### config.mk
export PLATFORM = sky130hd
export DESIGN_NAME = adapter_rx_crd_buf_flat
export DESIGN_NICKNAME = d
export VERILOG_FILES = /design/src/rtl/adapter_rx_crd_buf_pkg.sv /design/src/rtl/adapter_rx_crd_buf_if.sv /design/src/rtl/adapter_sync_fifo.sv /design/src/rtl/adapter_rx_crd_buf.sv /design/src/flat_wrapper.sv
export SDC_FILE = /design/constraint.sdc
export NUM_CORES = 1
export LEC_CHECK = 0
export BUFFER_PORTS_ARGS = -buffer_cell sky130_fd_sc_hd__buf_2
export CELL_PAD_IN_SITES_DETAIL_PLACEMENT = 1
export CELL_PAD_IN_SITES_GLOBAL_PLACEMENT = 2
export CORE_MARGIN = 3
export CORE_UTILIZATION = 50
export CTS_BUF_LIST = sky130_fd_sc_hd__clkbuf_2 sky130_fd_sc_hd__clkbuf_4 sky130_fd_sc_hd__clkbuf_8
export DETAILED_ROUTE_END_ITERATION = 8
export GPL_TIMING_DRIVEN = 0
export PLACE_DENSITY = 0.85
export SLEW_MARGIN = 0
export SYNTH_ARGS = -nofsm -noshare
export SYNTH_HDL_FRONTEND = slang
export SYNTH_SLANG_ARGS = --single-unit
### constraint.sdc
create_clock -name clk -period 9.2 [get_ports clk]
set_input_delay 0.46 -clock clk [delete_from_list [all_inputs] [get_ports clk]]
set_output_delay 0.46 -clock clk [all_outputs]
set_load 0.05 [all_outputs]
### src/rtl/adapter_rx_crd_buf_pkg.sv
// Shared adapter constants and the receive-buffer FSM encoding.
package adapter_pkg;

  localparam int unsigned ADAPTER_DATA_W   = 64;
  // Must match the initial credit count loaded by adapter_core.
  localparam int unsigned ADAPTER_RX_DEPTH = 16;

  typedef enum logic [1:0] {
    StIdle  = 2'd0,
    StRun   = 2'd1,
    StDrain = 2'd2
  } rx_state_e;

endpackage

### src/rtl/adapter_rx_crd_buf_if.sv
// Link-side flit input and protocol-side valid/ready output of the receive buffer.
interface adapter_rx_crd_buf_if
  import adapter_pkg::*;
#(
  parameter int unsigned DATA_W = ADAPTER_DATA_W
) ();

  logic              link_vld_i;
  logic [DATA_W-1:0] link_data_i;
  logic              out_vld_o;
  logic [DATA_W-1:0] out_data_o;
  logic              out_rdy_i;

  modport master (
    output link_vld_i,
    output link_data_i,
    output out_rdy_i,
    input  out_vld_o,
    input  out_data_o
  );

  modport slave (
    input  link_vld_i,
    input  link_data_i,
    input  out_rdy_i,
    output out_vld_o,
    output out_data_o
  );

endinterface

### src/rtl/adapter_sync_fifo.sv
// Synchronous show-ahead FIFO with explicit pointer wrap and registered level/full/empty.
module adapter_sync_fifo #(
  parameter int unsigned DATA_W = 64,
  parameter int unsigned DEPTH  = 16,
  parameter int unsigned CNT_W  = $clog2(DEPTH + 1)
) (
  input  logic              clk,
  input  logic              rst_n,
  input  logic              push,
  input  logic [DATA_W-1:0] wdata,
  input  logic              pop,
  output logic [DATA_W-1:0] rdata,
  output logic [CNT_W-1:0]  level,
  output logic              empty,
  output logic              full
);

  localparam int unsigned PTR_W = (DEPTH > 1) ? $clog2(DEPTH) : 1;

  logic [DATA_W-1:0] mem [DEPTH];
  logic [PTR_W-1:0]  wr_ptr_q, wr_ptr_d;
  logic [PTR_W-1:0]  rd_ptr_q, rd_ptr_d;
  logic [CNT_W-1:0]  level_q, level_d;
  logic              empty_q, full_q;

  // DEPTH need not be a power of two, so wrap on the last index rather than on overflow.
  always_comb begin
    wr_ptr_d = wr_ptr_q;
    rd_ptr_d = rd_ptr_q;
    if (push) begin
      wr_ptr_d = (wr_ptr_q == PTR_W'(DEPTH - 1)) ? '0 : wr_ptr_q + 1'b1;
    end
    if (pop) begin
      rd_ptr_d = (rd_ptr_q == PTR_W'(DEPTH - 1)) ? '0 : rd_ptr_q + 1'b1;
    end
    level_d = level_q + CNT_W'(push) - CNT_W'(pop);
  end

  always_ff @(posedge clk) begin
    if (!rst_n) begin
      wr_ptr_q <= '0;
      rd_ptr_q <= '0;
      level_q  <= '0;
      empty_q  <= 1'b1;
      full_q   <= 1'b0;
    end else begin
      wr_ptr_q <= wr_ptr_d;
      rd_ptr_q <= rd_ptr_d;
      level_q  <= level_d;
      empty_q  <= (level_d == '0);
      full_q   <= (level_d == CNT_W'(DEPTH));
    end
  end

  always_ff @(posedge clk) begin
    if (push) begin
      mem[wr_ptr_q] <= wdata;
    end
  end

  assign rdata = mem[rd_ptr_q];
  assign level = level_q;
  assign empty = empty_q;
  assign full  = full_q;

endmodule

### src/rtl/adapter_rx_crd_buf.sv
// Credit-based receive flit buffer feeding the protocol layer; each freed entry returns one credit.
// Optional zero-latency empty-FIFO bypass is enabled by defining ADAPTER_RX_BYPASS_EN.
module adapter_rx_crd_buf
  import adapter_pkg::*;
#(
  parameter int unsigned DATA_W = ADAPTER_DATA_W,
  parameter int unsigned DEPTH  = ADAPTER_RX_DEPTH,
  parameter int unsigned CNT_W  = $clog2(DEPTH + 1)
) (
  input  logic                       clk,
  input  logic                       rst_n,
  input  logic                       enable,
  adapter_rx_crd_buf_if.slave        bus,
  output logic                       crd_ret_o,
  output logic [CNT_W-1:0]           level_o,
  output logic                       fifo_empty_o,
  output logic                       fifo_full_o,
  output logic                       ovf_err_o,
  output logic [1:0]                 state_o
);

  rx_state_e         state_q, state_d;
  logic [CNT_W-1:0]  pend_q, pend_d;
  logic              crd_ret_q, crd_ret_d;
  logic              ovf_q;

  logic              fifo_empty, fifo_full;
  logic [DATA_W-1:0] fifo_rdata;
  logic              fifo_vld, fifo_pop, fifo_push;
  logic              link_run, bypass, pop_any;

  assign link_run = (state_q == StRun) & bus.link_vld_i;
  assign fifo_vld = ~fifo_empty & (state_q != StIdle);
  assign fifo_pop = fifo_vld & bus.out_rdy_i;

`ifdef ADAPTER_RX_BYPASS_EN
  // An empty FIFO with a ready consumer hands the link flit straight through.
  assign bypass         = link_run & fifo_empty & bus.out_rdy_i;
  assign bus.out_vld_o  = fifo_vld | bypass;
  assign bus.out_data_o = bypass ? bus.link_data_i : fifo_rdata;
`else
  assign bypass         = 1'b0;
  assign bus.out_vld_o  = fifo_vld;
  assign bus.out_data_o = fifo_rdata;
`endif

  // A pop in the same cycle frees the slot, so a push at full is still accepted.
  assign fifo_push = link_run & ~bypass & (~fifo_full | fifo_pop);
  assign pop_any   = fifo_pop | bypass;

  adapter_sync_fifo #(
    .DATA_W (DATA_W),
    .DEPTH  (DEPTH),
    .CNT_W  (CNT_W)
  ) u_fifo (
    .clk   (clk),
    .rst_n (rst_n),
    .push  (fifo_push),
    .wdata (bus.link_data_i),
    .pop   (fifo_pop),
    .rdata (fifo_rdata),
    .level (level_o),
    .empty (fifo_empty),
    .full  (fifo_full)
  );

  // A fresh pop is returned on the next cycle; older owed credits drain at one per cycle.
  always_comb begin
    crd_ret_d = pop_any | (pend_q != '0);
    pend_d    = pend_q + CNT_W'(pop_any) - CNT_W'(crd_ret_d);
  end

  always_comb begin
    state_d = state_q;
    unique case (state_q)
      StIdle:  if (enable) state_d = StRun;
      StRun:   if (!enable) state_d = StDrain;
      StDrain: begin
        if (enable) begin
          state_d = StRun;
        end else if (fifo_empty && (pend_q == '0)) begin
          state_d = StIdle;
        end
      end
      default: state_d = StIdle;
    endcase
  end

  always_ff @(posedge clk) begin
    if (!rst_n) begin
      state_q   <= StIdle;
      pend_q    <= '0;
      crd_ret_q <= 1'b0;
      ovf_q     <= 1'b0;
    end else begin
      state_q   <= state_d;
      pend_q    <= pend_d;
      crd_ret_q <= crd_ret_d;
      if (link_run && fifo_full && !fifo_pop) begin
        ovf_q <= 1'b1;
      end
    end
  end

  assign crd_ret_o    = crd_ret_q;
  assign fifo_empty_o = fifo_empty;
  assign fifo_full_o  = fifo_full;
  assign ovf_err_o    = ovf_q;
  assign state_o      = state_q;

endmodule
### src/flat_wrapper.sv
// flat-port wrapper written by rule: the top's interface ports become plain ports
module adapter_rx_crd_buf_flat import adapter_pkg::*;
#(
  parameter int unsigned DATA_W = ADAPTER_DATA_W,
  parameter int unsigned DEPTH  = ADAPTER_RX_DEPTH,
  parameter int unsigned CNT_W  = $clog2(DEPTH + 1)
)
  (clk, rst_n, enable, crd_ret_o, level_o, fifo_empty_o, fifo_full_o, ovf_err_o, state_o, bus_link_vld_i, bus_link_data_i, bus_out_rdy_i, bus_out_vld_o, bus_out_data_o);
  adapter_rx_crd_buf_if #(.DATA_W(DATA_W)) bus_i ();
  input  logic clk;
  input  logic rst_n;
  input  logic enable;
  output logic crd_ret_o;
  output logic [CNT_W-1:0] level_o;
  output logic fifo_empty_o;
  output logic fifo_full_o;
  output logic ovf_err_o;
  output logic [1:0] state_o;
  input wire logic [$bits(bus_i.link_vld_i)-1:0] bus_link_vld_i;
  input wire logic [$bits(bus_i.link_data_i)-1:0] bus_link_data_i;
  input wire logic [$bits(bus_i.out_rdy_i)-1:0] bus_out_rdy_i;
  output wire logic [$bits(bus_i.out_vld_o)-1:0] bus_out_vld_o;
  output wire logic [$bits(bus_i.out_data_o)-1:0] bus_out_data_o;
  assign bus_i.link_vld_i = bus_link_vld_i;
  assign bus_i.link_data_i = bus_link_data_i;
  assign bus_i.out_rdy_i = bus_out_rdy_i;
  assign bus_out_vld_o = bus_i.out_vld_o;
  assign bus_out_data_o = bus_i.out_data_o;
  adapter_rx_crd_buf #(.DATA_W(DATA_W), .DEPTH(DEPTH), .CNT_W(CNT_W)) u_core (.clk(clk), .rst_n(rst_n), .enable(enable), .bus(bus_i), .crd_ret_o(crd_ret_o), .level_o(level_o), .fifo_empty_o(fifo_empty_o), .fifo_full_o(fifo_full_o), .ovf_err_o(ovf_err_o), .state_o(state_o));
endmodule
==> results of run 1 <==
-- through the flow --
step           cell area (um^2)  hold slack, ns  TNS [ns]  cells
4_1_cts                   46100         0.00196         0   3294
6_report                  46200          0.0597         0   3300
5_1_grt                   46100          0.0258         0   3297
3_5_place_dp              42400           0.457         0   2953
3_3_place_gp              41700           0.473   -685.99   2910
2_1_floorplan             39700           0.465         0   1726
-- cell families (layout without fill, tap and decap cells) --
family | count (synthesis) | count (layout) | share of synthesized area (%)
flops | 1052 | 1052 | 78.9
mux | 256 | 256 | 14.5
compound gates | 157 | 157 | 2.87
simple gates | 127 | 127 | 1.49
buf+inv | 108 | 636 | 1.37
fa+ha+maj | 18 | 18 | 0.606
xor+xnor | 8 | 8 | 0.177
other cells | 0 | 6 | 0
-- power groups by stage --
stage	Clock (mW)	Combinational, mW	Sequential [mW]
after floorplan	0	0.472	5.45
after global placement	0	0.702	5.41
after CTS	3.99	0.761	5.32
after global routing	4.21	0.818	5.32
after detailed placement	0	0.739	5.42
final	3.93	0.753	5.32
-- layout make-up --
type / count / area share [%]
multi-input combinational: 566 / 17.0
buffer: 89 / 1.02
antenna: 6 / 0.0325
tap: 1040 / 2.82
timing repair buffer: 239 / 4.05
sequential: 1052 / 67.8
clock buffer: 222 / 5.94
inverter: 19 / 0.155
clock inverter: 67 / 1.08
-- sequential cells by signal, indices dropped and copies added, names as in the netlist, named ones only --
register / flops
u_core.u_fifo.empty: 1
u_core.pend_q: 5
u_core.u_fifo.level: 5
u_core.u_fifo.rd_ptr_q: 4
u_core.u_fifo.full: 1
u_core.state_o: 2
u_core.crd_ret_o: 1
u_core.u_fifo.mem: 1024
u_core.u_fifo.wr_ptr_q: 4
u_core.ovf_err_o: 1
-- routing by layer --
| layer | GRT usage, % | vias to the layer above | part of all wire (%) |
|---|---|---|---|
| met3 | 5.91 | 170 | 7.8 |
| met2 | 40.8 | 996 | 51 |
| met1 | 32.1 | 10600 | 39 |
| li1 | - | 8186 | - |
| met5 | 0 | - | 0 |
| met4 | 7.57 | 0 | 2.6 |
-- worst max-delay path, cell delays in order, from the launching register on --
cell      delay [ns]
dfxtp_1         0.34
nor2_1          1.15
clkbuf_1        0.70
a22oi_1         0.20
nand2_1         0.18
buf_2           0.28
-- path summary, 6_finish.rpt --
kind / to / slack (ns)
worst max-delay path: bus_out_data_o[32] / 5.09
worst min-delay path: u_core.u_fifo.mem[11][13] / 0.06
worst min register to register: u_core.ovf_err_o / 0.48
worst max register to register: u_core.u_fifo.mem[9][41] / 5.99
-- cell usage in the layout (no fill, tap or decap), types with 9 or more instances in the layout --
cell type | synthesis | routed
buf_6 | 13 | 28
ha_1 | 16 | 16
dfxtp_1 | 28 | 28
clkbuf_8 | 0 | 172
clkinv_1 | 0 | 36
buf_2 | 14 | 158
inv_1 | 19 | 19
clkbuf_1 | 46 | 46
edfxtp_1 | 1024 | 1024
buf_4 | 6 | 19
clkinv_2 | 0 | 14
clkbuf_4 | 0 | 50
dlygate4sd3_1 | 0 | 52
buf_16 | 0 | 9
nor2_1 | 10 | 9
mux4_2 | 256 | 256
nand2_1 | 74 | 74
buf_1 | 10 | 10
a22oi_1 | 128 | 128
a21oi_1 | 12 | 12
-- what timing repair did --
item | 4_1_cts | 5_1_grt
endpoints found under the hold margin | 571 | 0
hold buffers | 52 | 0
setup buffers | 0 | 0
==> results.cfg, run 1 <==
[run_status]
outcome = finished, violations left
violations = capacitance limit, slew limit

[synthesis]
synth_largest_area_cell = edfxtp_1
synth.ff_latch_count = 1052
synth_area_per_cell_um2 = 23.0
synth_top_cells_by_count = edfxtp_1, mux4_2, a22oi_1, nand2_1, clkbuf_1
synth_area_leaders = edfxtp_1, mux4_2, a22oi_1
synth_fp_nets = 1813
synth_ff_type = edfxtp_1
synth_edf_count = 1024
syn_area_mm2 = 0.0397
synth.most_common_cell = edfxtp_1
yosysUniqueCellTypes = 38
synth_warnings = 0
synth_cells = 1726
synthArstFlopShare_pct = 0
yosysTopAreaCellShare_pct = 77.5
seq_area_frac_synth_pct = 78.9

[sta]
rsz0062_at_grt = false
fmax_ghz = 0.243
hold_viol_final = 0
setup_viol = 0
fin_ws_ns = 5.09
relSlewSlack_pct = -1.61
period_minus_slack_ns = 4.11
drv_slew = 11
final.period_utilization_pct = 44.6
worst-slew-pin-transition_ns = 1.52
fin_skew_ns = 0.0404

[layout]
seqCellArea_mm2 = 0.0313
multi_input_area_mm2 = 0.00787
fillCellCount = 6566
drive_gt1_share_pct = 33.1
nets = 2218
fin_util_pct = 59.2
syn_to_final_growth_pct = 16.4

[power]
peakVddDrop_mv = 0.145
power.total_mw = 10.0
comb_power_share_pct = 7.5
p_clk_share_pct = 39.3
seqPwrFrac_pct = 53.2
power_density_mw_per_mm2 = 217
p_leak_nw = 14.7
intPower_mw = 7.71
p_switching_mw = 2.28
p_sw_share_pct = 22.8

[routing]
vias_per_cell = 6.05
routed_wl_um = 99300
drt_pass1_iterations = 5
drc = 0
vias = 20000
routedWlPerCell_um = 30.1
drt-initial-drc-count = 2516
ant_nets = 0

[place]
dp_hpwl_um = 59100
finalWeightedCongestion = 0.743
dpl_worst_slack_ns = 5.91
port_buffers = 144

[clock_tree]
cts_root_buffer = clkbuf_8
clk_pin_slew_ns = 0.07
max-clock-path-buffers = 3
clock_latency_ns = 0.80
cts_tree = built
cts_buffers = 164
numClockSinks = 1052
h-tree-depth = 4
cts_resized = 0

[grt]
grt_max_degree = 48
grt_overflow = 0
grt.total_usage_pct = 24.5
antenna_found_initial = 7
grt_pass1_wl_um = 146000
grt_pass1_vias = 22100

[floorplan]
ios = 145
die_area_mm2 = 0.0827
row_count = 102
start_util_pct = 50.9
coreArea_mm2 = 0.0780
die_y_um = 288
die-width_um = 288

[critical_path]
reg2reg_from = u_core.u_fifo.empty
crit_arrival_ns = 3.65
start_kind = register
critPathKind = register to primary output
required_ns = 8.74
critPathMaxFanout = 10
rr_worst_depth = 7
end_kind = primary output

[min_path]
hold_path.class = input port to register
min-delay-start = bus_link_data_i[13]
holdPathStages = 1

[flow_run]
cap_violations = 1
(Power assumes the default switching activity.)
==> run 2, diff against run 1 <==
--- a/config.mk
+++ b/config.mk
@@ -9,11 +9,11 @@
 export CELL_PAD_IN_SITES_DETAIL_PLACEMENT = 1
 export CELL_PAD_IN_SITES_GLOBAL_PLACEMENT = 2
 export CORE_MARGIN = 3
-export CORE_UTILIZATION = 50
+export CORE_UTILIZATION = 47
 export CTS_BUF_LIST = sky130_fd_sc_hd__clkbuf_2 sky130_fd_sc_hd__clkbuf_4 sky130_fd_sc_hd__clkbuf_8
 export DETAILED_ROUTE_END_ITERATION = 8
 export GPL_TIMING_DRIVEN = 0
-export PLACE_DENSITY = 0.85
+export PLACE_DENSITY = 0.83
 export SLEW_MARGIN = 0
 export SYNTH_ARGS = -nofsm -noshare
 export SYNTH_HDL_FRONTEND = slang
==> constraint.sdc (replaced) <==
create_clock -name clk -period 3.3 [get_ports clk]
set_input_delay 0.165 -clock clk [delete_from_list [all_inputs] [get_ports clk]]
set_output_delay 0.165 -clock clk [all_outputs]
set_load 0.05 [all_outputs]
==> results.cfg, run 2 (synthesis results as in run 1) <==
[sta]
drv_slew = 0
fin_skew_ns = 0.0530
setup_viol = 0
relSlewSlack_pct = 39.7
fmax_ghz = 0.306
tns_ns = 0
final.period_utilization_pct = 99.1
rsz0062_at_grt = true
worst-slew-pin-transition_ns = 0.898
period_minus_slack_ns = 3.27
hold_viol_final = 0

[critical_path]
critPathKind = register to primary output
critical_path.top_delay_family = buffers and inverters
crit_top_cell = buf_2
rr_worst_depth = 9
path_cells = buf_2, buf_8, buf_4, mux4_2, a22oi_1, nand2_1, buf_2
end_kind = primary output
start_kind = register
critPathMaxStageDelay_ns = 0.55
reg2reg_from = u_core.state_o[1]
reg2reg_slack_ns = 0.21
r2r-end = u_core.u_fifo.mem[3][31]
critPathMaxFanout = 10
cp_num_buf_inv = 4
required_ns = 3.13
slowest_stage = mux4_2
crit_arrival_ns = 3.10

[power]
peakVddDrop_mv = 0.414
p_leak_nw = 15.0
power.total_mw = 28.0
power_density_mw_per_mm2 = 597

[floorplan]
coreArea_mm2 = 0.0829
die-width_um = 296
start_util_pct = 47.8
ios = 145
row_count = 105
die_area_mm2 = 0.0879
die_y_um = 296

[clock_tree]
cts_root_buffer = clkbuf_8
h-tree-depth = 4
clock_latency_ns = 0.84
cts_tree = built
cts_buffers = 166
numClockSinks = 1052
clk_pin_slew_ns = 0.06
max-clock-path-buffers = 3

[place]
dpl_cell_area_mm2 = 0.0426
dp_hpwl_um = 58700
finalWeightedCongestion = 0.721
port_buffers = 144

[routing]
drt-initial-drc-count = 2101
vias = 19900
routedWlPerCell_um = 29.1
drc = 0
routed_wl_um = 98700
vias_per_cell = 5.86
ant_nets = 0
drt_pass1_iterations = 5

[grt]
grt_pass1_wl_um = 146000
grt.total_usage_pct = 23.1
grt_pass1_vias = 22000
grt_overflow = 0
grt_max_degree = 50
antenna_found_initial = 7

[min_path]
min-delay-start = enable
hold_path.class = input port to register
holdPathStages = 4
hold_end = u_core.state_o[0]

[layout]
final_common_cell = edfxtp_1
nets = 2225
final_cell_area_mm2 = 0.0469
syn_to_final_growth_pct = 18.2
drive_gt1_share_pct = 35.4
fillCellCount = 7141
largest_reg_flops = 1024
layout_common_cells = edfxtp_1, mux4_2, clkbuf_8, buf_2, a22oi_1
regMostFlops = u_core.u_fifo.mem

[run_status]
outcome = finished, final reports clean

[flow_run]
cap_violations = 0
-- run 2: cell count changes in the layout (fill, tap and decap cells not counted), moves of 10 or more --
| cell | before | now |
|---|---|---|
| a22oi_2 | 0 | 10 |
| buf_16 | 9 | 21 |
| buf_8 | 1 | 13 |
| clkbuf_2 | 0 | 24 |
| buf_4 | 19 | 3 |
| clkbuf_1 | 46 | 9 |
| buf_6 | 28 | 18 |
| clkbuf_4 | 50 | 67 |
| dlygate4sd3_1 | 52 | 70 |
| a22oi_1 | 128 | 118 |
-- run 2: power breakdown --
part / switching, mW / internal, mW
clock: 5.15 / 5.86
combinational: 1.30 / 0.863
sequential: 0.0623 / 14.8
total: 6.51 / 21.5
-- run 2: cell type report --
class                      instances  area (um^2)  share of cell area (%)
buffer                            88          672                    1.43
tap                             1123         1410                    3.00
clock inverter                    77          553                    1.18
clock buffer                     221         2720                    5.79
multi-input combinational        566         7970                    17.0
sequential                      1052        31300                    66.8
antenna                            7         17.5                  0.0374
inverter                          19         71.3                   0.152
timing repair buffer             245         2150                    4.59
-- run 2: through the flow --
step,setup slack [ns],std cells,hold WS [ns],util (%)
after detailed placement,0.218,3024,0.347,51.4
after global routing,-0.0562,3393,0.0978,56.5
after floorplan,-0.289,1726,0.234,-
after global placement,-2.64,2993,0.341,50.5
final,0.0306,3398,0.112,56.5
after CTS,-0.0501,3391,0.0513,56.4
-- run 2: tightest hold or removal path, delay by kind of cell --
family | cells | cell delay [ns]
AO/OA/AOI/OAI | 1 | 0.04
buffers and inverters | 2 | 0.64
AND/OR/NAND/NOR | 1 | 0.06
-- run 2: metal layers --
| layer | track usage [%] | vias up | wire, um |
|---|---|---|---|
| met4 | 6.64 | 2 | 1840 |
| met3 | 5.55 | 129 | 7850 |
| met1 | 30.8 | 10700 | 38600 |
| met2 | 38.5 | 916 | 50400 |
| li1 | - | 8205 | - |
| met5 | 0 | - | 7 |
-- run 2: how the worst max path moves through the flow --
stage | end | cells after the start | slack [ns]
final | bus_out_data_o[50] | 7 | 0.03
after floorplan | u_core.u_fifo.mem[3][0] | 5 | -0.29
after global placement | u_core.u_fifo.mem[3][33] | 5 | -2.64
after global routing | bus_out_data_o[50] | 7 | -0.06
after detailed placement | u_core.u_fifo.mem[3][32] | 9 | 0.22
after CTS | bus_out_data_o[6] | 7 | -0.05
-- run 2: timing repair --
item | in CTS | in global routing
gates resized for setup | 72 | 45
pin swaps | 0 | 1
hold endpoints to repair | 1052 | 0
setup endpoints to repair | 64 | 52
buffers inserted | 0 | 0
hold buffers | 70 | 0
cloned | 0 | 0
